$ cat src/rtl/cmp_pkg.sv
// Shared definitions for the serial magnitude comparator: FSM state
// encoding and elaboration-time helpers for slice geometry.
package cmp_pkg;

   // FSM state encoding; exported on the comparator's state_o debug port
   typedef enum logic [1:0] {
      CMP_IDLE = 2'd0,
      CMP_RUN  = 2'd1,
      CMP_DONE = 2'd2
   } cmp_state_t;

   // Number of slices (worst-case compare cycles) for an operand width
   function automatic int nslice(input int width, input int slice);
      return width / slice;
   endfunction

   // True when the operand width splits evenly into slices
   function automatic bit slice_fits(input int width, input int slice);
      return (slice > 0) && (width % slice == 0);
   endfunction

   // Slice counter width: $clog2(NSLICE), never less than one bit
   function automatic int cnt_width(input int ns);
      return (ns > 1) ? $clog2(ns) : 1;
   endfunction

endpackage

$ cat src/rtl/cmp_slice.sv
// Combinational W-bit unsigned magnitude comparator. Exactly one of
// eq/gt/lt is high for any pair of inputs.
module cmp_slice #(
   parameter int W = 4
) (
   input  logic [W-1:0] a,
   input  logic [W-1:0] b,
   output logic         eq,
   output logic         gt,
   output logic         lt
);

   assign eq = (a == b);
   assign gt = (a > b);
   assign lt = (a < b);

endmodule

$ cat src/rtl/mag_cmp_serial.sv
// Multi-cycle magnitude comparator. Operands are captured on the accepting
// edge and compared MSB-first, SLICE bits per clock, stopping at the first
// slice that differs. Signed compares flip both sign bits on load so the
// plain unsigned slice compare yields two's-complement order.
//
// Handshake: start_i is a request that is accepted on a rising edge only
// when the FSM is in IDLE or DONE (busy_o=0); A_i/B_i are sampled on that
// edge alone. busy_o is high for every cycle of the compare and start_i is
// ignored meanwhile. done_o pulses for exactly one cycle, after which
// eq_o/gt_o/lt_o hold until the next accepting edge clears them. Holding
// start_i during the done_o cycle starts the next compare with no idle gap.
module mag_cmp_serial
   import cmp_pkg::*;
#(
   parameter int WIDTH  = 16,
   parameter int SLICE  = 4,
   parameter int SIGNED = 0
) (
   input  logic             clk_i,
   input  logic             rst_i,
   input  logic             start_i,
   input  logic [WIDTH-1:0] A_i,
   input  logic [WIDTH-1:0] B_i,
   output logic             busy_o,
   output logic             done_o,
   output logic             eq_o,
   output logic             gt_o,
   output logic             lt_o,
   output logic [1:0]       state_o
);

   localparam int NSLICE = nslice(WIDTH, SLICE);
   localparam int CNT_W  = cnt_width(NSLICE);
   localparam logic [CNT_W-1:0] LAST_K = CNT_W'(NSLICE - 1);
   localparam logic [WIDTH-1:0] SIGN_MASK =
      (SIGNED != 0) ? {1'b1, {(WIDTH-1){1'b0}}} : '0;

   if (!slice_fits(WIDTH, SLICE)) begin : g_bad_geometry
      $error("mag_cmp_serial: WIDTH must be a positive multiple of SLICE");
   end

   cmp_state_t       state;
   logic [WIDTH-1:0] a_sh;
   logic [WIDTH-1:0] b_sh;
   logic [CNT_W-1:0] cnt;
   logic             s_eq;
   logic             s_gt;
   logic             s_lt;

   // Compare the current top slices of both shift registers
   cmp_slice #(.W(SLICE)) u_slice (
      .a  (a_sh[WIDTH-1 -: SLICE]),
      .b  (b_sh[WIDTH-1 -: SLICE]),
      .eq (s_eq),
      .gt (s_gt),
      .lt (s_lt)
   );

   // Status outputs decode straight from the state register
   assign busy_o  = (state == CMP_RUN);
   assign done_o  = (state == CMP_DONE);
   assign state_o = state;

   // FSM, operand shifting, slice counting and result capture
   always_ff @(posedge clk_i) begin
      if (rst_i) begin
         state <= CMP_IDLE;
         a_sh  <= '0;
         b_sh  <= '0;
         cnt   <= '0;
         eq_o  <= 1'b0;
         gt_o  <= 1'b0;
         lt_o  <= 1'b0;
      end else begin
         case (state)
            CMP_IDLE, CMP_DONE: begin
               if (start_i) begin
                  a_sh  <= A_i ^ SIGN_MASK;
                  b_sh  <= B_i ^ SIGN_MASK;
                  cnt   <= '0;
                  eq_o  <= 1'b0;
                  gt_o  <= 1'b0;
                  lt_o  <= 1'b0;
                  state <= CMP_RUN;
               end else begin
                  state <= CMP_IDLE;
               end
            end
            CMP_RUN: begin
               if (!s_eq) begin
                  gt_o  <= s_gt;
                  lt_o  <= s_lt;
                  state <= CMP_DONE;
               end else if (cnt == LAST_K) begin
                  eq_o  <= 1'b1;
                  state <= CMP_DONE;
               end else begin
                  a_sh <= a_sh << SLICE;
                  b_sh <= b_sh << SLICE;
                  cnt  <= cnt + CNT_W'(1);
               end
            end
            default: state <= CMP_IDLE;
         endcase
      end
   end

endmodule

$ cat config.mk
export PLATFORM = sky130hd
export DESIGN_NAME = mag_cmp_serial
export DESIGN_NICKNAME = d
export VERILOG_FILES = /design/src/rtl/cmp_pkg.sv /design/src/rtl/cmp_slice.sv /design/src/rtl/mag_cmp_serial.sv
export SDC_FILE = /design/constraint.sdc
export NUM_CORES = 1
export LEC_CHECK = 0
export CAP_MARGIN = 20
export CORE_ASPECT_RATIO = 1.4
export CORE_MARGIN = 5
export CORE_UTILIZATION = 37
export DETAILED_ROUTE_END_ITERATION = 12
export MAX_ROUTING_LAYER = met4
export PLACE_DENSITY_LB_ADDON = 0.3
export REMOVE_ABC_BUFFERS = 1
export SLEW_MARGIN = 20
export SYNTH_ARGS = -nofsm -noshare
export SYNTH_HDL_FRONTEND = slang
export SYNTH_SLANG_ARGS = --single-unit
export TNS_END_PERCENT = 100
$ cat constraint.sdc
create_clock -name clk_i -period 2.01 [get_ports clk_i]
set_input_delay 0.3015 -clock clk_i [delete_from_list [all_inputs] [get_ports clk_i]]
set_output_delay 0.3015 -clock clk_i [all_outputs]
set_load 0.005 [all_outputs]
-- Word-level counts from Yosys, hierarchy flattened
Cells that the tools add are included.
- flip-flop bits (word level): 39
- logic and storage cells: 50
- output and inout port bits: 7
- order comparisons: 2
- $add $sub $neg: 1
- equality and inequality tests: 10
- muxes and demuxes: 24
- reductions and logical operators: 6
- operators with widths (operator ; number):
    16-bit two-way mux ; 6
    16-bit case mux with 2 select lines ; 2
    2-bit two-way mux ; 5
    2-bit case mux with 2 select lines ; 2
    4-bit AND reduction ; 2
    1-bit two-way mux ; 6
    2-bit != test, second input constant ; 3
    1-bit case mux with 2 select lines ; 3
    2-bit == test, second input constant ; 2
    4-bit == test ; 1
    4-bit > comparator ; 1
    4-bit < comparator ; 1
    2-bit by 1-bit != test with 1-bit output, second input constant ; 2
    3-bit by 2-bit != test with 1-bit output, second input constant ; 1
    3-bit AND reduction ; 1
    2-bit by 1-bit adder with 2-bit output, second input constant ; 1
    2-bit by 1-bit == test with 1-bit output, second input constant ; 1
    2-bit logical NOT ; 1
    2-bit nonzero test ; 1
    2-bit OR reduction ; 1

-- Longest topological paths before layout
- word-level depth: 4
- depth in mapped cells: 7
- depth with buffers taken out: 6

-- Modules after synthesis
From an unflattened synthesis, not the netlist that was laid out.
- cells, all modules: 206
- area total of the unflattened synthesis: 1893.1 um^2
- by module, submodules not included (module ; cells each ; instances ; area an instance (um^2)):
    mag_cmp_serial ; 190 ; 1 ; 1764.2
    cmp_slice ; 16 ; 1 ; 128.9

-- Least setup slack after synthesis
Ideal clock, no wire load.
- path kind: register -> register
- start: register b_sh[15]
- end: register b_sh[10]
- arrival: 1.495 ns
- library setup time: 0.147 ns
- slack: 0.368 ns
- stages on the path, launching flop included: 8
- path through: dfxtp_1 inv_1 ha_1 nand4_4 o31ai_4 buf_6 buf_6 a311oi_2
- longest elaborated chain between the ends: 3
- RTL lines (element ; line ; source):
    start: declaration ; mag_cmp_serial.sv:44 ; logic [WIDTH-1:0] b_sh;
    start signal: assignment ; mag_cmp_serial.sv:79 ; b_sh <= B_i ^ SIGN_MASK;
    start signal: assignment ; mag_cmp_serial.sv:99 ; b_sh <= b_sh << SLICE;
    4-bit == test ; cmp_slice.sv:13 ; assign eq = (a == b);
    2-bit by 1-bit != test with 1-bit output (no line) ; -- ;
    4-bit AND reduction (no line) ; -- ;
Every way passes these cells.
A chain may end at the register's enable or synchronous reset.

-- Final worst setup path
- start: register state[1] (netlist: state_o[1])
- end: output busy_o
- longest elaborated chain between the ends: 1
- RTL lines (element ; line ; source):
    start: declaration ; mag_cmp_serial.sv:42 ; cmp_state_t state;
    start signal: assignment ; mag_cmp_serial.sv:67 ; state <= CMP_IDLE;
    start signal: assignment ; mag_cmp_serial.sv:84 ; state <= CMP_RUN;
    start signal: assignment ; mag_cmp_serial.sv:86 ; state <= CMP_IDLE;
    2-bit by 1-bit == test with 1-bit output ; mag_cmp_serial.sv:60 ; assign busy_o = (state == CMP_RUN);
    end: declaration ; mag_cmp_serial.sv:24 ; output logic busy_o,
Every way passes these cells.

==> summary.json <==
{
  "critical_path": {
    "cp-start-kind": "flop",
    "crit_path_capture_type": "output pin",
    "path_max_fanout": 10,
    "cp_slowest_cell": "clkdlybuf4s50_1",
    "crit_path_cell_trace": "nand2b_2 -> inv_2 -> clkdlybuf4s50_1",
    "critical_path_class": "reg2out",
    "critPathMaxStageDelay_ps": 500,
    "critical_path_at_ps": 1520,
    "cp_data_required_time_ps": 1710
  },
  "cts": {
    "post_cts_buffers": 0,
    "post_cts_hold_fix_bufs": 0,
    "cts_buffers": 5,
    "clk_lat_worst_skew_ps": 280,
    "clkSlewWorstSetupHoldPaths_ps": 70,
    "tritoncts": "yes",
    "clk_path_buf_depth": 2,
    "ctsResizeCount": 0,
    "root_buffer": "clkbuf_8",
    "number_of_levels_in_the_clock_h_tree": 2,
    "cts_num_sinks": 39
  },
  "timing": {
    "hold_ws_ps": 468.7,
    "slew_viol_final": 0,
    "clock.fmax_mhz": 550.1,
    "setup_total_negative_slack_ps": 0,
    "worst-slew-pin-transition_ps": 536.3,
    "skew_ps": 4.932,
    "timing.final.crit_share_pct": 90.44,
    "timing.max_slew.rel_slack_pct": 64.25,
    "setup_viol": 0,
    "final-hold-violation-count": 0,
    "setup_slack_ps": 192.1,
    "min_period_ps": 1818,
    "grt_setup_unrepaired": "false"
  },
  "logic_synthesis": {
    "synth_seq_area_share_pct": 41.16,
    "synth_seq_cells": 39,
    "syn_inst": 214,
    "netlist_area_um2": 1897,
    "synth-async-reset-ratio_pct": 0,
    "post_synth_main_area_contributors": "dfxtp_1, a311oi_2, nand2_1",
    "post_synth_most_frequent_cells": "nand2_1, dfxtp_1, nor2_1",
    "synthMostInstantiatedCell": "nand2_1",
    "synth_top_area_share_pct": 41.16,
    "synth_warnings": 0,
    "syn_avg_cell_area_um2": 8.864,
    "synthDistinctLibCells": 25,
    "number_of_enable_flip_flop_cells_after_synthesis": 0,
    "netlist.top_cell.by_area": "dfxtp_1",
    "synthFlopType": "dfxtp_1"
  },
  "min_path": {
    "hold_class": "reg2reg"
  },
  "drt": {
    "vias": 1556,
    "drc_errors": 0,
    "drt_iter0_markers": 117,
    "wl_per_cell_um": 12.91,
    "vias_per_cell": 4.878,
    "number_of_nets_with_antenna_violations_after_routing": 0,
    "drt_wl_total_mm": 4.119,
    "drt_pre_antenna_iters": 4
  },
  "layout": {
    "finalCoreUtilization_pct": 50.15,
    "antennaDiodeCount": 0,
    "layout-area-overhead-vs-synth_pct": 30.01,
    "drive_gt1_share_pct": 17.65,
    "fin_nets": 294,
    "num-fill-cells": 470
  },
  "grt": {
    "global_route.overflow_total": 0,
    "total_track_usage_pct": 13.52,
    "antenna_found_initial": 0,
    "grt_pass1_vias": 1518,
    "grt_start_max_net_pins": 31,
    "grt_pass1_wl_mm": 6.969
  },
  "die": {
    "initial_cell_density_of_the_core_pct": 38.58,
    "number_of_ports_placed_on_the_die_boundary": 42,
    "floorplan.die.width_um": 70.51,
    "core-area_um2": 4917,
    "dieArea_um2": 6678,
    "floorplan.rows": 30,
    "floorplan.die.height_um": 94.72
  },
  "run_status": {
    "status": "completed"
  },
  "power_and_ir_drop": {
    "vdd_ir_drop_max_mv": 0.4486,
    "cellPowerDensity_nw_per_um2": 754.4,
    "power.static_leakage_nw": 0.8961
  },
  "place": {
    "placement.setup.worst_slack_ps": 198.3,
    "gp_congestion": 0.7243,
    "dp_hpwl_mm": 3.005,
    "buffer_ports.inserted": 41
  },
  "run": {
    "maxCapViolations": 0
  }
}
through the flow:
| stage | area, um2 | std cells | power, W |
|---|---|---|---|
| floorplan | 1792 | 197 | 0.001185 |
| finish | 2466 | 319 | 0.001860 |
| CTS | 2464 | 319 | 0.001877 |
| global route | 2466 | 319 | 0.001970 |
| detailed placement | 2382 | 311 | 0.001386 |
| global placement | 2382 | 311 | 0.001374 |
state kept, by name, indices dropped and copies added (netlist names):
signal   cells
lt_o         1
cnt          2
gt_o         1
eq_o         1
a_sh        16
b_sh        16
state_o      2
area by class of cell:
type | count | area [um2] | area share (%)
clock buffer | 7 | 76.32 | 3.095
clock inverter | 1 | 5.005 | 0.2029
inverter | 5 | 18.77 | 0.7610
multi-input combinational | 153 | 994.7 | 40.33
sequential | 39 | 780.7 | 31.66
tap | 64 | 80.08 | 3.247
timing repair buffer | 50 | 510.5 | 20.70
per-layer routing:
layer | share of wire, % | wire length (um) | GRT usage [%]
met1 | 43 | 1785 | 15.39
met2 | 51 | 2115 | 22.50
met3 | 3.2 | 133 | 3.301
met4 | 2.1 | 85 | 5.911
met5 | 0 | 0 | -
worst max-delay path, delay by kind of cell, from the launching register on:
family	cells	cell delay (ps)
buffers and inverters	2	610
flip-flops	1	320
AND/OR/NAND/NOR	1	300
logic make-up (layout without fill, tap and decap cells):
group / count (synthesis) / in the layout / synth area share, %
simple gates: 106 / 106 / 23.68
fa+ha+maj: 5 / 5 / 3.298
buf+inv: 22 / 63 / 6.530
flops: 39 / 39 / 41.16
mux: 1 / 1 / 0.5936
compound gates: 41 / 41 / 24.74
final timing paths:
path / from / endpoint / slack [ps] / cells after the start
worst max-delay path: state_o[1] / busy_o / 190 / 3
worst max register to register: b_sh[15] / a_sh[9] / 190 / 7
worst min-delay path: b_sh[3] / b_sh[3] / 470 / 2
worst min register to register: b_sh[3] / b_sh[3] / 470 / 2
where the power goes:
part	internal (W)	switching [W]	total [W]	leakage, nW
registers	0.000847	0.0000371	0.000884	0.322
logic	0.000233	0.000246	0.000479	0.532
clock network	0.000243	0.000254	0.000498	0.0422
cells in the final DEF (no fill, tap or decap):
cell,netlist,final
ha_1,5,5
nor3_1,2,2
or3_1,1,1
clkinv_2,0,1
a21oi_1,13,13
nor2_1,27,27
nand2b_2,0,1
a311oi_2,24,24
clkbuf_1,5,2
buf_2,6,1
inv_1,4,4
inv_2,1,1
a21o_1,1,1
nor2b_1,3,3
clkbuf_8,0,5
nand4_1,1,1
nand2b_1,2,1
dfxtp_1,39,39
buf_12,0,3
a22oi_1,1,1
nand3_1,11,11
o31ai_4,1,1
clkdlybuf4s50_1,0,40
mux2_2,1,1
buf_4,1,6
nand2_1,58,58
nand4_4,1,1
o211ai_1,1,1
Power figures use the tool's default switching activity.
